`config.mk`:
```
export PLATFORM = sky130hd
export DESIGN_NAME = sr_button_conditioner_flat
export DESIGN_NICKNAME = d
export VERILOG_FILES = /design/src/rtl/sr_button_conditioner_pkg.sv /design/src/rtl/sr_button_conditioner_if.sv /design/src/rtl/sr_button_conditioner_channel.sv /design/src/rtl/sr_button_conditioner.sv /design/src/flat_wrapper.sv
export SDC_FILE = /design/constraint.sdc
export NUM_CORES = 1
export LEC_CHECK = 0
export ABC_CLOCK_PERIOD_IN_PS = 1300
export CORE_AREA = 2 2 39 41
export CTS_CLUSTER_SIZE = 30
export DETAILED_ROUTE_END_ITERATION = 7
export DIE_AREA = 0 0 41 43
export GPL_TIMING_DRIVEN = 0
export PLACE_DENSITY_LB_ADDON = 0.25
export SETUP_SLACK_MARGIN = 0.3
export SLEW_MARGIN = 20
export SYNTH_ARGS = -nofsm -noshare
export SYNTH_HDL_FRONTEND = slang
export SYNTH_SLANG_ARGS = --single-unit
export TNS_END_PERCENT = 1
```
`constraint.sdc`:
```
create_clock -name clk -period 1.3 [get_ports clk]
set_input_delay 0.325 -clock clk [delete_from_list [all_inputs] [get_ports clk]]
set_output_delay 0.325 -clock clk [all_outputs]
set_load 0.03 [all_outputs]
```
`src/rtl/sr_button_conditioner_pkg.sv`:
```
// Shared definitions for the S/R button conditioner.
// Contents: default parameter values, the debounce counter width helper,
// and the per-channel state record {sync, level, cnt} at default sizing.
package sr_cond_pkg;

    localparam int SYNC_STAGES_DEF     = 2;
    localparam int DEBOUNCE_CYCLES_DEF = 4;

    // Counter must be able to hold DEBOUNCE_CYCLES itself.
    function automatic int cnt_width(input int debounce_cycles);
        return $clog2(debounce_cycles + 1);
    endfunction

    localparam int CNT_W_DEF = cnt_width(DEBOUNCE_CYCLES_DEF);

    // Channel record at default sizing; the channel module builds the same
    // layout from its own parameters.
    typedef struct packed {
        logic [SYNC_STAGES_DEF-1:0] sync;
        logic                       level;
        logic [CNT_W_DEF-1:0]       cnt;
    } chan_rec_t;

endpackage

```
`src/rtl/sr_button_conditioner_if.sv`:
```
// Button/command bundle between the raw button source and the conditioner.
// master: drives set_btn/rst_btn, observes S, R, levels and conflict.
// slave : the conditioner; consumes the buttons, produces the commands.
interface sr_button_conditioner_if;
    logic set_btn;
    logic rst_btn;
    logic S;
    logic R;
    logic set_level;
    logic rst_level;
    logic conflict;

    modport master (
        output set_btn, rst_btn,
        input  S, R, set_level, rst_level, conflict
    );

    modport slave (
        input  set_btn, rst_btn,
        output S, R, set_level, rst_level, conflict
    );
endinterface

```
`src/rtl/sr_button_conditioner_channel.sv`:
```
// One button channel: synchroniser chain, stability-counter debounce and
// press-edge detection.
// Ports: clk, reset (async active-high), btn (raw async input),
//        level (debounced level, registered), press (high for one cycle
//        after the debounced level rises).
module sr_debounce_channel
    import sr_cond_pkg::*;
#(
    parameter int SYNC_STAGES     = SYNC_STAGES_DEF,
    parameter int DEBOUNCE_CYCLES = DEBOUNCE_CYCLES_DEF
) (
    input  logic clk,
    input  logic reset,
    input  logic btn,
    output logic level,
    output logic press
);

    localparam int             CNT_W    = cnt_width(DEBOUNCE_CYCLES);
    localparam logic [CNT_W-1:0] CNT_LAST = CNT_W'(DEBOUNCE_CYCLES - 1);
    localparam logic [CNT_W-1:0] CNT_ONE  = CNT_W'(1);

    typedef struct packed {
        logic [SYNC_STAGES-1:0] sync;
        logic                   level;
        logic [CNT_W-1:0]       cnt;
    } chan_t;

    chan_t ch_r;
    chan_t ch_s;
    logic  level_d_r;

    // Next state: shift the synchroniser, then run the stability counter
    // against the last synchroniser stage.
    always_comb begin
        ch_s      = ch_r;
        ch_s.sync = {ch_r.sync[SYNC_STAGES-2:0], btn};
        if (ch_r.sync[SYNC_STAGES-1] == ch_r.level) begin
            ch_s.cnt = '0;
        end else if (ch_r.cnt == CNT_LAST) begin
            // This is the DEBOUNCE_CYCLES-th consecutive mismatch.
            ch_s.level = ~ch_r.level;
            ch_s.cnt   = '0;
        end else begin
            ch_s.cnt = ch_r.cnt + CNT_ONE;
        end
    end

    // Channel state and delayed level for edge detection.
    always_ff @(posedge clk or posedge reset) begin
        if (reset) begin
            ch_r      <= '0;
            level_d_r <= 1'b0;
        end else begin
            ch_r      <= ch_s;
            level_d_r <= ch_r.level;
        end
    end

    assign level = ch_r.level;
    // Both terms are registered, so press is glitch-free into the arbiter.
    assign press = ch_r.level & ~level_d_r;

endmodule

```
`src/rtl/sr_button_conditioner.sv`:
```
// Turns two raw bouncy buttons into clean one-cycle S/R commands for an
// SR flip-flop, never asserting S and R together.
// Ports: clk, reset (async active-high), bus (slave modport: set_btn,
//        rst_btn in; S, R, set_level, rst_level, conflict out).
module sr_button_conditioner
    import sr_cond_pkg::*;
#(
    parameter int SYNC_STAGES     = SYNC_STAGES_DEF,
    parameter int DEBOUNCE_CYCLES = DEBOUNCE_CYCLES_DEF
) (
    input  logic                       clk,
    input  logic                       reset,
    sr_button_conditioner_if.slave     bus
);

    logic set_press_s;
    logic rst_press_s;
    logic s_s;
    logic r_s;
    logic conflict_s;
    logic s_r;
    logic r_r;
    logic conflict_r;

    sr_debounce_channel #(
        .SYNC_STAGES     (SYNC_STAGES),
        .DEBOUNCE_CYCLES (DEBOUNCE_CYCLES)
    ) u_set_ch (
        .clk   (clk),
        .reset (reset),
        .btn   (bus.set_btn),
        .level (bus.set_level),
        .press (set_press_s)
    );

    sr_debounce_channel #(
        .SYNC_STAGES     (SYNC_STAGES),
        .DEBOUNCE_CYCLES (DEBOUNCE_CYCLES)
    ) u_rst_ch (
        .clk   (clk),
        .reset (reset),
        .btn   (bus.rst_btn),
        .level (bus.rst_level),
        .press (rst_press_s)
    );

    // Arbitration: simultaneous presses are dropped and flagged.
    always_comb begin
        s_s        = 1'b0;
        r_s        = 1'b0;
        conflict_s = 1'b0;
        case ({set_press_s, rst_press_s})
            2'b10:   s_s        = 1'b1;
            2'b01:   r_s        = 1'b1;
            2'b11:   conflict_s = 1'b1;
            default: begin
                s_s        = 1'b0;
                r_s        = 1'b0;
                conflict_s = 1'b0;
            end
        endcase
    end

    // Output registers.
    always_ff @(posedge clk or posedge reset) begin
        if (reset) begin
            s_r        <= 1'b0;
            r_r        <= 1'b0;
            conflict_r <= 1'b0;
        end else begin
            s_r        <= s_s;
            r_r        <= r_s;
            conflict_r <= conflict_s;
        end
    end

    assign bus.S        = s_r;
    assign bus.R        = r_r;
    assign bus.conflict = conflict_r;

endmodule

```
`src/flat_wrapper.sv`:
```
// flat-port wrapper written by rule: the top's interface ports become plain ports
module sr_button_conditioner_flat import sr_cond_pkg::*;
#(
    parameter int SYNC_STAGES     = SYNC_STAGES_DEF,
    parameter int DEBOUNCE_CYCLES = DEBOUNCE_CYCLES_DEF
)
  (clk, reset, bus_set_btn, bus_rst_btn, bus_S, bus_R, bus_set_level, bus_rst_level, bus_conflict);
  sr_button_conditioner_if bus_i ();
  input  logic clk;
  input  logic reset;
  input wire logic [$bits(bus_i.set_btn)-1:0] bus_set_btn;
  input wire logic [$bits(bus_i.rst_btn)-1:0] bus_rst_btn;
  output wire logic [$bits(bus_i.S)-1:0] bus_S;
  output wire logic [$bits(bus_i.R)-1:0] bus_R;
  output wire logic [$bits(bus_i.set_level)-1:0] bus_set_level;
  output wire logic [$bits(bus_i.rst_level)-1:0] bus_rst_level;
  output wire logic [$bits(bus_i.conflict)-1:0] bus_conflict;
  assign bus_i.set_btn = bus_set_btn;
  assign bus_i.rst_btn = bus_rst_btn;
  assign bus_S = bus_i.S;
  assign bus_R = bus_i.R;
  assign bus_set_level = bus_i.set_level;
  assign bus_rst_level = bus_i.rst_level;
  assign bus_conflict = bus_i.conflict;
  sr_button_conditioner #(.SYNC_STAGES(SYNC_STAGES), .DEBOUNCE_CYCLES(DEBOUNCE_CYCLES)) u_core (.clk(clk), .reset(reset), .bus(bus_i));
endmodule
```
==> metrics list <==
- In the final routed layout, each cell accounts on average for 12.5 microns.
- The routed design could run at a clock period as short as 1.16 ns.
- Share of layout cells above drive strength 1: 0.314
- Setup slack of the critical path after layout: roughly 0.14 ns
- Top cell type's share of synthesized area: 0.716
* Max Cap Viol: 0
* Count of input and output buffers: 8
- Number of optimization iterations in the first detailed-route pass: 4
- Synth Cell Area: around 600 sq um
- Counting flops with a built-in enable in the synthesized netlist gives 0.
* Final number of setup-violating endpoints: 0
- After global routing the overflow that remains totals 0.
- Compared with the post-synthesis result, the final layout area differs by 22.7%.
- Chip height: 43 microns
- In this run the count of I/O pins placed on the die edge is 9.
- The routed layout has 307 vias.
- Register area share after synthesis: 0.716
- For this block, the routed nets add up to between 800 and 900 microns of wire.
* Dpl cells: ~60
* Worst setup EP type: output port
* Total clock buffers created by CTS: 3
- Core footprint: approximately 0.0014 sq mm
* Number of antenna violations at the first check in global routing: 0
- Die footprint: 0.00176 sq mm
* Cell count of the worst hold path: 0
* Maximum number of pins on one net before global-route repair: 18
- Dividing the detail-routed via count by the number of cells gives roughly 4.6.
- Final count of hold timing violations: 0
- In the synthesized netlist the dominant register cell turns out to be dfrtp_1.
* Required time reported for the critical path endpoint: 0.98 ns
* Number of nets produced by synthesis: 43
- Counting instances in the post-synthesis netlist gives the leading cell types as dfrtp_1, nor2b_1.
* Total of flip-flops plus latches after synthesis: 17
- The flow ran to the end, and the final reports show no timing, DRC or antenna violations.
- Dividing total power by cell area gives a power density of roughly 2200 mW/mm^2.
* Transition time at the pin with the least slew margin: roughly 0.61 ns
- For this run, the number of Yosys warnings is 0.
- Total buffers and inverters traversed by the critical path: 1
- Routability-driven placement finished with a final weighted congestion of approximately 0.6.
- Dpl cell area: 701 sq um
- Clock tree from TritonCTS: done
- Synth unique cells: 12
* Worst setup slack before clock tree synthesis: -0.147 ns
* Leading post-synthesis cells by cell area: dfrtp_1, nor2b_4, ha_1
* Leading cell type by number of instances after synthesis: dfrtp_1
- After synthesis, the largest family of logic cells by area is simple AND/OR/NAND/NOR gates.
* Async SR Flop Fraction: 1.00
* Highest clock rate: 860 MHz
* Htree depth: 1
- The floorplan has 14 rows.
- Flop2flop setup slack: 0.16 ns
- Gate count of the mapped netlist: 37
* Number of standard cells in the final layout excluding fillers: 67
- Overall power: between 1.5 and 2 mW
* Core Util, Final: 0.527
- DR WL met3: approximately 46 microns
- Setup repair after global routing could not meet its margin everywhere.
- At the worst endpoint, the arrival time is about 0.84 ns.
- In the routed design, unresolved DRC markers number 0.
- Layout Skew: 0.00353 ns
- Summed over all failing endpoints, the final setup total negative slack is 0 ns.
- Walking the worst path, the cells encountered are buf_6.
- Final nets: 58
- Launching element type of the critical path: flop
* Type of the most critical hold path: reg -> reg
* Diodes inserted: 0
* Simple logic cell fraction of the synthesized area: 0.168
- In this run the mean area of a mapped cell was about 16 sq um.
* Iter 0 DRT Violations: 3
- Latest clock arrival within the worst-skew pair: about 0.28 ns
- CP max stage delay: about 0.42 ns
- Mux cell area share after synthesis: 0.0379
- For this design, the slowest cell found on the critical path is dfrtp_1.
- Startpoint-to-endpoint class of the critical path: reg -> out
- Detail Route Antenna Nets: 0
- Cell type with the largest total area after synthesis: dfrtp_1
* Post-layout instance area: around 730 sq um
- Hold is met by 0.359 ns.
- Static leakage power: about 0.35 nW
* Routed wl met2: between 400 and 500 microns
- Total number of clock tree sinks: 17
- The final max-slew violation count is 0.
- Among cell families on the critical path, the largest total delay comes from flip-flops.
- Of the total synthesized cell area, the portion taken by full adders, half adders and majority gates is 0.0421.
- No sink is reached through more buffers than the 2 on the longest clock path.
- Clock-pin slew was measured on the worst setup and hold paths at about 0.090 ns.
* Uppermost metal layer occupied by signal nets: met3
* Number of cells on the critical path: 1
- Of the available clock period, the critical path in the final layout requires 0.894.
* R2r worst-path depth: 3
- In this run, post-CTS hold repair placed 0 buffers.
- Post-detailed-placement half-perimeter wirelength: roughly 600 microns
* Via count of the first global-routing pass: approximately 330
- In this run the worst path has a maximum fanout of 2.
- IR analysis of the VDD net gives a maximum drop of between 1 and 1.5 mV.
- Compound-Gate Fraction of Synth Area: 0
* Initial standard-cell utilization of the core: 0.429
* Post-Synth XOR/XNOR Area: 0.0295
- In the global route stage, overall resource usage came out at 0.126.
- Measured against its own limit, the worst slew margin works out to 0.591.
* Wl on met1: about 350 microns
- Root buf cell: clkbuf_4
* Horizontal die dimension: 41 microns
- Wire length of the first global-routing pass: around 1500 microns
[cells in the final DEF, fill, tap and decap left out, types with 3 or more instances in the layout]
| cell | count |
|---|---|
| buf_2 | 3 |
| clkbuf_4 | 3 |
| clkdlybuf4s50_1 | 3 |
| dfrtp_1 | 17 |
| nor2b_1 | 3 |
[sequential cells by signal (all words and copies together) (netlist names)]
name                       cells
u_core.bus.R                   1
u_core.bus.S                   1
u_core.bus.conflict            1
u_core.u_rst_ch.ch_r           5
u_core.u_rst_ch.level          1
u_core.u_rst_ch.level_d_r      1
u_core.u_set_ch.ch_r           5
u_core.u_set_ch.level          1
u_core.u_set_ch.level_d_r      1
[layout make-up]
class / count / area (sq um)
inverter: 1 / 3.75
timing repair buffer: 10 / 82.6
sequential: 17 / 425
multi-input combinational: 19 / 171
tap: 16 / 20.0
fill: 116 / 654
clock buffer: 4 / 26.3
[cell families (layout without fill, tap and decap cells)]
| family | Yosys count | after routing |
|---|---|---|
| xor gates and xnor gates | 2 | 2 |
| adders and majority gates | 2 | 2 |
| buffers and inverters | 1 | 15 |
| DFF | 17 | 17 |
| muxes | 2 | 2 |
| and+or+nand+nor | 13 | 13 |
[layer usage]
layer,up-vias,GRT usage
li1,147,-
met1,148,0.171
met2,12,0.194
met3,0,0.0314
met4,0,0.0400
met5,-,0
[path summary, 6_finish.rpt]
path / start / endpoint
worst max-delay path: u_core.u_rst_ch.level / bus_rst_level
worst min-delay path: u_core.u_rst_ch.ch_r[4] / u_core.u_rst_ch.ch_r[5]
worst max register to register: u_core.u_set_ch.ch_r[0] / u_core.u_set_ch.level
worst min register to register: u_core.u_rst_ch.ch_r[4] / u_core.u_rst_ch.ch_r[5]
max in group asynchronous: reset / u_core.u_set_ch.level
min in group asynchronous: reset / u_core.bus.R
[report_power, final]
part,leakage (nW),switching (mW),internal [mW]
Sequential,0.214,0.0745,0.682
Clock,0.0150,0.144,0.119
Combinational,0.116,0.324,0.292
[repair_timing]
item	4_1_cts	5_1_grt
gates resized for setup	29	0
buffers inserted	2	0
pin swaps	0	0
setup endpoints to repair	7	13
Note: power is estimated with default switching activity, not from simulation.
